[src/rtl/fifo_ctrl_pkg.sv]
// fifo_ctrl_pkg: shared defaults and types for the UART FIFO controllers.
//   FIFO_AW_DEF : default register file address width (depth = 2**W)
//   AF_TH_DEF   : default almost-full threshold (level >= AF_TH)
//   AE_TH_DEF   : default almost-empty threshold (level <= AE_TH)
//   fifo_flags_t: bundle of the level-derived status flags
package fifo_ctrl_pkg;

   localparam int FIFO_AW_DEF = 3;
   localparam int AF_TH_DEF   = 6;
   localparam int AE_TH_DEF   = 1;

   typedef struct packed {
      logic full;
      logic empty;
      logic almost_full;
      logic almost_empty;
   } fifo_flags_t;

endpackage

[src/rtl/fifo_ctrl.sv]
// fifo_ctrl: pointer/occupancy controller that runs a synchronous-write,
// combinational-read register file as a first-word-fall-through FIFO.
// Ports:
//   clk, rst       clock (rising edge), asynchronous active-low reset
//   clr            synchronous flush of pointers, level and sticky flags
//   wr, rd         push / pop requests
//   wr_en          register file write enable (accepted push)
//   w_addr, r_addr register file write / read addresses
//   full, empty    level == 2**W / level == 0
//   almost_full    level >= AF_TH
//   almost_empty   level <= AE_TH
//   level          occupancy 0..2**W
//   overflow       sticky: a push was rejected
//   underflow      sticky: a pop was rejected
module fifo_ctrl
   import fifo_ctrl_pkg::*;
#(
   parameter int W     = FIFO_AW_DEF,
   parameter int AF_TH = AF_TH_DEF,
   parameter int AE_TH = AE_TH_DEF
) (
   input  logic         clk,
   input  logic         rst,
   input  logic         clr,
   input  logic         wr,
   input  logic         rd,
   output logic         wr_en,
   output logic [W-1:0] w_addr,
   output logic [W-1:0] r_addr,
   output logic         full,
   output logic         empty,
   output logic         almost_full,
   output logic         almost_empty,
   output logic [W:0]   level,
   output logic         overflow,
   output logic         underflow
);

   localparam logic [W:0] DEPTH = {1'b1, {W{1'b0}}};
   localparam logic [W:0] AF_L  = (W+1)'(AF_TH);
   localparam logic [W:0] AE_L  = (W+1)'(AE_TH);

   logic [W-1:0] w_ptr, r_ptr;
   logic [W:0]   lvl;
   logic         push_ok, pop_ok;
   fifo_flags_t  flags;

   // Status flags come only from the level register, never from wr/rd.
   always_comb begin
      flags              = '0;
      flags.full         = (lvl == DEPTH);
      flags.empty        = (lvl == '0);
      flags.almost_full  = (lvl >= AF_L);
      flags.almost_empty = (lvl <= AE_L);
   end

   // A push into a full FIFO is allowed when a pop frees the slot in the
   // same cycle: the write lands on the word being read out.
   assign push_ok = wr & (~flags.full | rd);
   assign pop_ok  = rd & ~flags.empty;

   always_ff @(posedge clk or negedge rst) begin
      if (!rst) begin
         w_ptr     <= '0;
         r_ptr     <= '0;
         lvl       <= '0;
         overflow  <= 1'b0;
         underflow <= 1'b0;
      end else if (clr) begin
         w_ptr     <= '0;
         r_ptr     <= '0;
         lvl       <= '0;
         overflow  <= 1'b0;
         underflow <= 1'b0;
      end else begin
         if (push_ok) w_ptr <= w_ptr + 1'b1;
         if (pop_ok)  r_ptr <= r_ptr + 1'b1;
         case ({push_ok, pop_ok})
            2'b10:   lvl <= lvl + 1'b1;
            2'b01:   lvl <= lvl - 1'b1;
            default: lvl <= lvl;
         endcase
         if (wr & ~push_ok) overflow  <= 1'b1;
         if (rd & ~pop_ok)  underflow <= 1'b1;
      end
   end

   assign wr_en        = push_ok & ~clr;
   assign w_addr       = w_ptr;
   assign r_addr       = r_ptr;
   assign level        = lvl;
   assign full         = flags.full;
   assign empty        = flags.empty;
   assign almost_full  = flags.almost_full;
   assign almost_empty = flags.almost_empty;

endmodule

[config.mk]
export PLATFORM = sky130hd
export DESIGN_NAME = fifo_ctrl
export DESIGN_NICKNAME = d
export VERILOG_FILES = /design/src/rtl/fifo_ctrl_pkg.sv /design/src/rtl/fifo_ctrl.sv
export SDC_FILE = /design/constraint.sdc
export NUM_CORES = 1
export LEC_CHECK = 0
export BUFFER_PORTS_ARGS = -buffer_cell sky130_fd_sc_hd__buf_4
export CORE_AREA = 2 2 45 57
export CTS_BUF_LIST = sky130_fd_sc_hd__clkbuf_16
export DETAILED_ROUTE_END_ITERATION = 12
export DIE_AREA = 0 0 47 59
export PLACE_DENSITY_LB_ADDON = 0.12
export SETUP_SLACK_MARGIN = 0.02
export SYNTH_ARGS = -nofsm -noshare
export SYNTH_HDL_FRONTEND = slang
export SYNTH_SLANG_ARGS = --single-unit
export TNS_END_PERCENT = 5
[constraint.sdc]
create_clock -name clk -period 5 [get_ports clk]
set_input_delay 0.5 -clock clk [delete_from_list [all_inputs] [get_ports clk]]
set_output_delay 0.5 -clock clk [all_outputs]
set_load 0.02 [all_outputs]
== Word level (Yosys, flattened, before mapping) ==
Cells that the tools add are included.

* Add/sub/neg operators: 4
* $lt $le $gt $ge: 2
* Equal/unequal tests: 3
* Mux-type cells: 10
* Bitwise gates (word level): 11
* Reductions and logical operators: 6

{| class="wikitable"
|+ Operator list
! cell !! number
|-
| 2-to-1 mux 3 bit || 4
|-
| case mux 4 bit (2 select lines) || 1
|-
| nonzero test 2 bit || 4
|-
| adder 3 x 1 -> 3 bit, second input constant || 2
|-
| bitwise AND 1 bit || 5
|-
| inverter 1 bit || 5
|-
| adder 4 x 1 -> 4 bit, second input constant || 1
|-
| == test 4 bit, second input constant || 1
|-
| greater-or-equal comparator 4 x 3 -> 1 bit, second input constant || 1
|-
| less-or-equal comparator 4 x 1 -> 1 bit, second input constant || 1
|-
| logical NOT 4 bit || 1
|-
| 2-to-1 mux 1 bit || 4
|-
| 2-to-1 mux 4 bit || 1
|-
| subtractor 4 x 1 -> 4 bit, second input constant || 1
|-
| nonzero test 3 bit || 1
|-
| == test 2 x 1 -> 1 bit, second input constant || 1
|-
| == test 2 bit, second input constant || 1
|-
| bitwise OR 1 bit || 1
|}

* Register bits: 12
* Input bits: 5
* Logic and storage cells: 41

== Longest topological paths before layout ==
Gate-level depths: netlist of run 1.

* Word-level depth: 8
* Depth in mapped cells: 8
* Gate-level depth less buffers: 7

== Worst setup path before layout of run 1 ==
No wires, ideal clock.

* Path kind: register to register
* Start: register lvl[1], in the netlist level[1]
* End: register lvl[2], in the netlist level[2]
* Library setup time: 0.125 ns
* Arrival: 1.910 ns
* Path slack: 2.965 ns
* Cell stages (with the launch flop): 9
* Period minus slack after synthesis: 2.035 ns
* Path through: dfrtp_1 > inv_1 > ha_1 > or3b_1 > buf_6 > clkinv_4 > nor3_2 > a32oi_2 > mux2_4

* Elaborated cells between the ends (all ways): 14

{| class="wikitable"
|+ RTL lines
! item !! line !! source
|-
| start, declared || fifo_ctrl.sv:44 || <nowiki>logic [W:0] lvl;</nowiki>
|-
| start signal, assigned || fifo_ctrl.sv:79 || <nowiki>2'b10: lvl <= lvl + 1'b1;</nowiki>
|-
| start signal, assigned || fifo_ctrl.sv:80 || <nowiki>2'b01: lvl <= lvl - 1'b1;</nowiki>
|-
| start signal, assigned || fifo_ctrl.sv:81 || <nowiki>default: lvl <= lvl;</nowiki>
|-
| logical NOT 4 bit (*) || fifo_ctrl.sv:52 || <nowiki>flags.empty = (lvl == '0);</nowiki>
|-
| net empty || fifo_ctrl.sv:31 || <nowiki>output logic empty,</nowiki>
|-
| inverter 1 bit (*) || fifo_ctrl.sv:60 || <nowiki>assign pop_ok = rd & ~flags.empty;</nowiki>
|-
| bitwise AND 1 bit (*) || fifo_ctrl.sv:60 ||
|-
| == test 2 x 1 -> 1 bit or == test 2 bit (tied branches) || fifo_ctrl.sv:78 || <nowiki>case ({push_ok, pop_ok})</nowiki>
|-
| case mux 4 bit (2 select lines) || fifo_ctrl.sv:78 ||
|-
| 2-to-1 mux 4 bit || fifo_ctrl.sv:69 || <nowiki>end else if (clr) begin</nowiki>
|}

Mark *: on every way through the listed nets, which the timed path passes. The rest lies on a longest branch.
A chain may end at the register's enable or synchronous reset.

== Final worst setup path of run 1 ==
* Start: register lvl[1], in the netlist level[1]
* End: output port empty

* Longest elaborated chain between the ends: 1

{| class="wikitable"
|+ Ends and longest elaborated chain
! item !! line
|-
| logical NOT 4 bit || fifo_ctrl.sv:52
|-
| end, declared || fifo_ctrl.sv:31
|}

Every way passes these cells.

==> results of run 1 <==
-- metal layers --
metal | track usage [%] | part of all wire (%) | vias to the layer above
met5 | 0 | 0 | -
met4 | 5.95 | 1.6 | 0
met3 | 3.66 | 5.5 | 5
met2 | 23.3 | 47 | 20
met1 | 21.8 | 46 | 317
li1 | - | - | 346
-- logic make-up (layout without fill, tap and decap cells) --
logic type | count (synthesis) | in the layout | synth area share, %
simple gates | 30 | 30 | 18.0
compound gates | 19 | 19 | 18.3
buf+inv | 13 | 32 | 9.00
flops | 12 | 12 | 36.0
fa+ha+maj | 7 | 7 | 10.5
xor+xnor | 5 | 5 | 5.25
mux | 2 | 2 | 3.00
-- registers in the layout (all words and copies together), names as in the netlist --
signal and flops:
r_addr 3, overflow 1, w_addr 3, underflow 1
level 4
-- synth_stat cells --
master      n
dfrtp_1    12
nor2_1     12
ha_1        7
inv_1       6
a21oi_1     4
nand3_1     4
nor3_1      4
xor2_1      4
nor2b_1     3
a211oi_1    2
buf_2       2
buf_6       2
nand2_1     2
nand2b_1    2
a2111oi_0   1
a211o_1     1
a21o_1      1
a221oi_1    1
a31oi_1     1
a32o_1      1
a32oi_1     1
a32oi_2     1
buf_4       1
clkbuf_1    1
clkinv_4    1
mux2_4      1
mux2i_1     1
nand3b_1    1
nor3_2      1
o211ai_1    1
o21ai_0     1
o21ai_1     1
o21ai_4     1
o31a_1      1
or3b_1      1
xnor2_1     1
-- path summary, 6_finish.rpt --
| kind | startpoint | endpoint | slack [ns] | cells after the start |
|---|---|---|---|---|
| min | rst | overflow | 0.09 | 1 |
| max reg2reg | level[1] | level[2] | 2.89 | 7 |
| max in group asynchronous | rst | level[3] | 4.75 | 1 |
| max | level[1] | empty | 2.66 | 5 |
| min reg2reg | overflow | overflow | 0.50 | 2 |
| min in group clk | overflow | overflow | 0.50 | 2 |
-- per-stage QoR --
step	instances	util, %	hold WS (ns)
after floorplan	88	-	0.204
after global placement	134	45.1	0.349
after detailed placement	134	45.1	0.352
after CTS	138	48.7	0.0953
after global routing	138	48.7	0.102
final	138	48.7	0.0894
-- worst max-delay path: stages (launching register included) --
cell      delay (ns)
dfrtp_1         0.48
inv_1           0.15
ha_1            0.22
or3b_1          0.52
clkinv_4        0.10
buf_4           0.14
-- where the power goes --
group	internal (mW)	switching (mW)	total, mW
logic	0.133	0.186	0.320
registers	0.117	0.0337	0.151
clock network	0.106	0.0439	0.149
-- cell type report --
cell class / instances / area, um^2 / share of cell area, %
multi-input combinational: 63 / 459 / 43.1
sequential: 12 / 300 / 28.2
timing repair buffer: 21 / 158 / 14.8
clock buffer: 3 / 75.1 / 7.04
tap: 31 / 38.8 / 3.64
inverter: 7 / 31.3 / 2.93
clock inverter: 1 / 3.75 / 0.352
==> results.cfg, run 1 <==
[setup_path]
endpoint_kind = output port
cp_max_fo = 10
start_kind = flop
required_ns = 4.50
arrival_ns = 1.84
critPathKind = flop to output port

[cts]
cts_root_buf = clkbuf_16
htree_levels = 1
clkTransAtPathRegs_ns = 0.04
cts_resized = 0
clk_path_buf_depth = 2
clock_sinks = 12
cts_setup_buffers = 0
cts_tree = built
postCtsHoldBufs = 0
clock_latency_ns = 0.24
cts_buffers = 3

[pwr]
powerDensity_mw_per_mm2 = 582
ir_drop_mv = 0.287
total_power_mw = 0.620
power.leakage_nw = 0.532

[synth]
syn_area_per_cell_um2 = 9.48
ys_warn_count = 0
synth_area_um2 = 835
post-synth-top-area-cell = dfrtp_1
syn_nets = 100
netlist.area_leader.share_pct = 36.0
syn_inst = 88
synth.area.top_cells = dfrtp_1 36%, ha_1 10%, nor2_1 5.4%
ys_ff_latch = 12
synth_cell_types = 36
ys_seq_area_share_pct = 36.0

[sta]
setup_viol = 0
min_period_over_period_pct = 46.9
finalWorstSetupSlack_ns = 2.66
worst_slew_pin_slew_ns = 0.356
setup-tns-final_ns = 0
max_clock_freq_ghz = 0.427
hold_viol = 0
slew_viol_final = 0
period_needed_ns = 2.34
max_slew_margin_pct = 75.6
rsz0062_at_grt = no
fin_worst_skew_ns = 0.000561

[floorplan]
fp-row-count = 19
die_h_um = 59
die_w_um = 47
start_util_pct = 38.2
core_mm2 = 0.00219
die_area_mm2 = 0.00277
ios = 22

[drt]
drc = 0
viasPerCell = 4.99
vias = 688
drt_wl_total_mm = 1.83
antenna_left = 0
routedWlPerCell_um = 13.3
drt_iter0_drc = 13
drt_pass1_iterations = 4

[grt]
antenna_found_initial = 0
grt_usage_pct = 15.7
grt_pass1_wl_mm = 3.10
first_global_vias = 665
grt_max_degree = 16
overflow = 0

[place]
place_area_um2 = 987
gp_congestion = 0.855
preCtsSetupSlack_ns = 2.89
dp_hpwl_mm = 1.32
port_buffers = 21

[cells_and_area]
syn_to_final_growth_pct = 27.7
drive_gt1_share_pct = 27.1
final_common_cell = buf_4
layout_common_cells = 21 x buf_4, 12 x nor2_1, 12 x dfrtp_1, 7 x ha_1, 6 x inv_1
fin_area_mm2 = 0.00107
finalNetCount = 120
insertedDiodeCount = 0
fillCellCount = 219

[outcome]
outcome = completed

[min_path]
hp-class = input pin to asynchronous set/reset pin

[run]
maxCapViolCount = 0
No activity file was read; power rests on OpenSTA's default activity.
==> run 2, diff against run 1 <==
==> constraint.sdc (replaced) <==
create_clock -name clk -period 2.2 [get_ports clk]
set_input_delay 0.22 -clock clk [delete_from_list [all_inputs] [get_ports clk]]
set_output_delay 0.22 -clock clk [all_outputs]
set_load 0.02 [all_outputs]
==> run 2 against run 1 <==
Compared with the run above: cell count is 2.9% higher; worst hold slack better by 0.18 ns; global-route usage is 0.41 points lower; count of clock-buffer cells in the layout stayed put; largest cell class unchanged.
==> results.cfg, run 2 (synthesis gave the netlist of run 1 again) <==
[cells_and_area]
finalNetCount = 125
fin_area_mm2 = 0.00110
regArea_um2 = 300
fillCellCount = 218
layout_common_cells = 25 x buf_4, 12 x nor2_1, 12 x dfrtp_1, 7 x ha_1, 6 x inv_1
fin_cells = 142
insertedDiodeCount = 0
drive_gt1_share_pct = 29.7
multiInputGateArea_um2 = 459
largest_register_ffs = 4
regMostFlops = level
final_common_cell = buf_4
syn_to_final_growth_pct = 32.1

[setup_path]
arrival_ns = 2.11
path_cells = inv_1 -> ha_1 -> or3b_1 -> clkinv_4 -> nor3_2 -> a32oi_2 -> mux2_4
required_ns = 2.32
cpPeakStageDelay_ns = 0.53
start_kind = flop
endpoint_kind = flop
critPathKind = flop to flop
r2r_slack_ns = 0.21
cp_max_fo = 6
crit_slowest_cell = or3b_1

[cts]
clock_sinks = 12
cts_buffers = 3
cts_resized = 0
cts_root_buf = clkbuf_16
clk_path_buf_depth = 2
cts_tree = built
clock_latency_ns = 0.23
htree_levels = 1
cts_setup_buffers = 0
postCtsHoldBufs = 1
clkTransAtPathRegs_ns = 0.04

[grt]
grt_util_met2_pct = 24.9
grtUsageMet1_pct = 19.6
overflow = 0
grt.met3_usage_pct = 1.83
first_global_vias = 697
grt_usage_pct = 15.3
grt_max_degree = 16
gr-max-usage-layer = met2
antenna_found_initial = 0
grt_pass1_wl_mm = 3.09

[floorplan]
die_w_um = 47
die_h_um = 59
start_util_pct = 38.2
fp-row-count = 19
core_mm2 = 0.00219
ios = 22
die_area_mm2 = 0.00277

[place]
place_area_mm2 = 0.00102
gp_congestion = 0.795
preCtsSetupSlack_ns = 0.219
dp_cells = 138
dp_hpwl_mm = 1.38
port_buffers = 21

[outcome]
outcome = completed

[run]
maxCapViolCount = 0

[min_path]
hp-class = input pin to flop

[sta]
max_clock_freq_ghz = 0.503
worst_slew_pin_slew_ns = 0.434
period_needed_ns = 1.99
rsz0062_at_grt = no
slew_viol_final = 0
setup_viol = 0
min_period_over_period_pct = 90.4
setup-tns-final_ns = 0
finalWorstSetupSlack_ns = 0.212
hold_viol = 0
max_slew_margin_pct = 70.3
fin_worst_skew_ns = 0.00110

[drt]
drc = 0
drt_wl_total_mm = 1.84
viasPerCell = 5.01
drt_pass1_iterations = 4
vias = 712
drt_iter0_drc = 7
antenna_left = 0
routedWlPerCell_um = 13.0

[pwr]
total_power_mw = 1.43
powerDensity_mw_per_mm2 = 1300
power.leakage_nw = 0.555
ir_drop_mv = 0.775
-- run 2: layout make-up --
| cell class | instances | share of cell area [%] |
|---|---|---|
| Multi-Input combinational cell | 63 | 41.7 |
| Sequential cell | 12 | 27.2 |
| Inverter | 7 | 2.84 |
| Clock buffer | 3 | 6.81 |
| Timing Repair Buffer | 26 | 17.9 |
| Tap cell | 31 | 3.52 |
-- run 2: report_power, final --
part | total (mW) | switching [mW] | leakage, nW | internal [mW]
clock | 0.318 | 0.0823 | 0.0370 | 0.236
combinational | 0.814 | 0.479 | 0.356 | 0.335
sequential | 0.296 | 0.0287 | 0.163 | 0.268
total | 1.43 | 0.590 | 0.555 | 0.838
-- run 2: path summary, 6_finish.rpt --
check | from | endpoint | depth (start not counted)
worst max-delay path | level[0] | level[2] | 7
worst min-delay path | clr | r_addr[2] | 2
worst max register to register | level[0] | level[2] | 7
worst min register to register | underflow | underflow | 2
max in group asynchronous | rst | level[2] | 2
min in group asynchronous | rst | w_addr[2] | 2
-- run 2: worst max-delay path, delay by kind of cell (launching register included) --
| family | cells | cell delay [ns] |
|---|---|---|
| simple gates | 2 | 0.58 |
| fa+ha+maj | 1 | 0.22 |
| mux | 1 | 0.31 |
| compound gates | 1 | 0.17 |
| flops | 1 | 0.36 |
| buf+inv | 2 | 0.22 |
-- run 2: layer usage --
layer  up-vias  part of all wire [%]
li1        355                     -
met1       341                    45
met2        14                    51
met3         2                   3.4
met4         0                  0.71
met5         -                     0
-- run 2: stage by stage --
step / hold WS [ns] / util [%]
after floorplan: -0.0756 / -
after global placement: 0.0676 / 46.5
after detailed placement: 0.0689 / 46.5
after CTS: 0.279 / 50.4
after global routing: 0.295 / 50.4
final: 0.274 / 50.4
==> run 3, diff against run 2 <==
--- a/config.mk
+++ b/config.mk
@@ -5,11 +5,12 @@
 export SDC_FILE = /design/constraint.sdc
 export NUM_CORES = 1
 export LEC_CHECK = 0
+export ABC_AREA = 1
 export BUFFER_PORTS_ARGS = -buffer_cell sky130_fd_sc_hd__buf_4
-export CORE_AREA = 2 2 45 57
+export CORE_AREA = 2 2 44 56
 export CTS_BUF_LIST = sky130_fd_sc_hd__clkbuf_16
 export DETAILED_ROUTE_END_ITERATION = 12
-export DIE_AREA = 0 0 47 59
+export DIE_AREA = 0 0 46 58
 export PLACE_DENSITY_LB_ADDON = 0.12
 export SETUP_SLACK_MARGIN = 0.02
 export SYNTH_ARGS = -nofsm -noshare
==> constraint.sdc (replaced) <==
create_clock -name clk -period 2.2 [get_ports clk]
set_input_delay 0.22 -clock clk [delete_from_list [all_inputs] [get_ports clk]]
set_output_delay 0.22 -clock clk [all_outputs]
set_load 0.005 [all_outputs]
==> run 3 against run 2 <==
Compared with the run above: non-clock buffer count fell by 4; largest power group unchanged; flip-flop and latch count did not move; critical path depth fell by 1; utilization fell by 1.3 points; synthesized cell count rose by 6.8%; total power fell by 15%; clock skew rose by 0.0023 ns; wire length fell by 15%; setup slack improved by 0.16 ns; worst hold slack got worse by 0.072 ns; count of clock-buffer cells in the layout did not move; design area fell by 4.7%.
==> results.cfg, run 3 <==
[cts]
clock_sinks = 12
htree_levels = 1
cts_buffers = 3
cts_root_buf = clkbuf_16
clkTransAtPathRegs_ns = 0.04
cts_tree = built
clock_latency_ns = 0.24
clk_path_buf_depth = 2

[setup_path]
arrival_ns = 1.61
required_ns = 1.98
cp_max_fo = 6
critPathKind = flop to output port
reg2reg_depth = 9
r2r_slack_ns = 0.64
worstReg2RegEnd = level[0]
start_kind = flop
r2r-start = level[0]
endpoint_kind = output port

[sta]
max_clock_freq_ghz = 0.546
finalWorstSetupSlack_ns = 0.368
setup_viol = 0
min_period_over_period_pct = 83.3
fin_worst_skew_ns = 0.00342
rsz0062_at_grt = no
worst_slew_pin_slew_ns = 0.374
max_slew_margin_pct = 75.0
slew_viol_final = 0
setup-tns-final_ns = 0
hold_viol = 0
period_needed_ns = 1.83

[floorplan]
ios = 22
core_mm2 = 0.00214
die_h_um = 58
die_w_um = 46
start_util_pct = 37.1
die_area_mm2 = 0.00267
fp-row-count = 19

[cells_and_area]
layout_common_cells = 21 x buf_4, 16 x nand2_1, 12 x dfrtp_1, 10 x nand3_1, 9 x nor2_1
regMostFlops = level
insertedDiodeCount = 0
drive_gt1_share_pct = 31.4
finalNetCount = 132
fillCellCount = 219
final_common_cell = buf_4
syn_to_final_growth_pct = 32.5
largest_register_ffs = 4

[synth]
yosys.area_share.simple_pct = 30.3
synth_cell_types = 22
synthXorXnorAreaFrac_pct = 5.52
syn_area_per_cell_um2 = 8.44
post-synth-top-area-cell = dfrtp_1
syn_nets = 106
synth.area.top_cells = dfrtp_1 38%, ha_1 11%, nand2_1 7.6%
synth_area_um2 = 793
ys_warn_count = 0
synth_edf_count = 0
syn_inst = 94
synthAdderAreaFrac_pct = 11.0
synth_common_cells = 16 x nand2_1, 12 x dfrtp_1, 10 x nand3_1
synth.area.mux_share_pct = 0
ys_seq_area_share_pct = 37.9
synth.most_common_cell = nand2_1
ys_ff_latch = 12
synth_flop_cell = dfrtp_1
synth_top_family_by_area = simple AND/OR/NAND/NOR gates
synth-async-reset-ratio_pct = 100
synth-compound-area-share_pct = 8.20
netlist.area_leader.share_pct = 37.9

[grt]
grt_max_degree = 13
overflow = 0
grt_pass1_wl_mm = 2.78
first_global_vias = 659
grt_usage_pct = 13.6
antenna_found_initial = 0

[place]
dp_hpwl_mm = 1.21
preCtsSetupSlack_ns = 0.609
gp_congestion = 0.782
port_buffers = 21

[min_path]
hold_end = r_addr[1]
hold_depth = 2
hp-start = clr
hp-class = input pin to flop

[outcome]
outcome = completed

[drt]
drt_iter0_drc = 9
routedWlPerCell_um = 11.3
drc = 0
drt_wl_total_mm = 1.58
vias = 663
drt_pass1_iterations = 2
viasPerCell = 4.77
antenna_left = 0

[pwr]
total_power_mw = 1.22
ir_drop_mv = 0.594
powerDensity_mw_per_mm2 = 1160
power.leakage_nw = 0.568

[run]
maxCapViolCount = 0
==> run 3: cell count changes after synthesis, moves of 3 or more <==
cell	change
nand2_1	+14
nand3_1	+6
nor3_1	-4
inv_2	+3
nand2_2	+3
nand3_2	+3
nor2_1	-3
nor2b_1	-3
o21a_1	+3
==> run 3: cell type report <==
| type | count | area [um^2] | share of cell area [%] |
|---|---|---|---|
| timing repair buffer | 22 | 168 | 16.0 |
| multi-input combinational | 69 | 437 | 41.5 |
| sequential | 12 | 300 | 28.6 |
| clock buffer | 3 | 75.1 | 7.14 |
| inverter | 12 | 45.0 | 4.29 |
| tap | 21 | 26.3 | 2.50 |
==> run 3: how the worst max path moves through the flow <==
stage,endpoint,cells after the start,slack [ns],start
3_5_place_dp,wr_en,6,0.61,level[0]
5_1_grt,wr_en,6,0.21,level[0]
6_report,wr_en,6,0.37,level[0]
4_1_cts,wr_en,6,0.35,level[0]
2_1_floorplan,level[3],9,0.76,level[0]
3_3_place_gp,wr_en,6,0.61,level[0]
==> run 3: what timing repair did <==
item	in CTS	in global routing
resized for setup	0	0
endpoints found under the hold margin	12	0
setup buffers	0	0
hold buffers	1	0
==> run 3: per-stage QoR <==
step,instances,utilization [%],hold slack (ns),cell area [um^2]
after floorplan,94,-,-0.0756,793
after global placement,135,45.1,0.0696,966
after detailed placement,135,45.1,0.0694,966
after CTS,139,49.1,0.202,1050
after global routing,139,49.1,0.206,1050
final,139,49.1,0.202,1050
==> run 3: cells by family (layout without fill, tap and decap cells) <==
kind of cell	after synthesis	after routing
XOR/XNOR	5	5
AO/OA/AOI/OAI	11	11
AND/OR/NAND/NOR	46	46
flip-flops	12	12
buffers and inverters	13	37
adder cells (fa/ha/maj)	7	7
==> run 3: critical path: stages (launching register included) <==
cell and delay (ns):
dfrtp_1 0.43, inv_1 0.14, ha_1 0.28, nand3_2 0.13, nand2_2 0.09, nor2_1 0.17, buf_4 0.14
==> run 3: report_power, final <==
group          leakage (nW)  internal, mW  total, mW  switching [mW]
Sequential            0.161         0.273      0.357          0.0835
Combinational         0.370         0.267      0.541           0.274
Clock                0.0370         0.236      0.323          0.0865
==> run 3: per-layer routing <==
layer | global-route usage (%) | vias up | wire length (um) | share of wire, %
met2 | 22.8 | 15 | 737 | 47
met1 | 18.0 | 300 | 752 | 48
met3 | 1.87 | 0 | 86 | 5.5
met4 | 3.67 | 0 | 0 | 0
li1 | - | 348 | - | -
met5 | 0 | - | 0 | 0
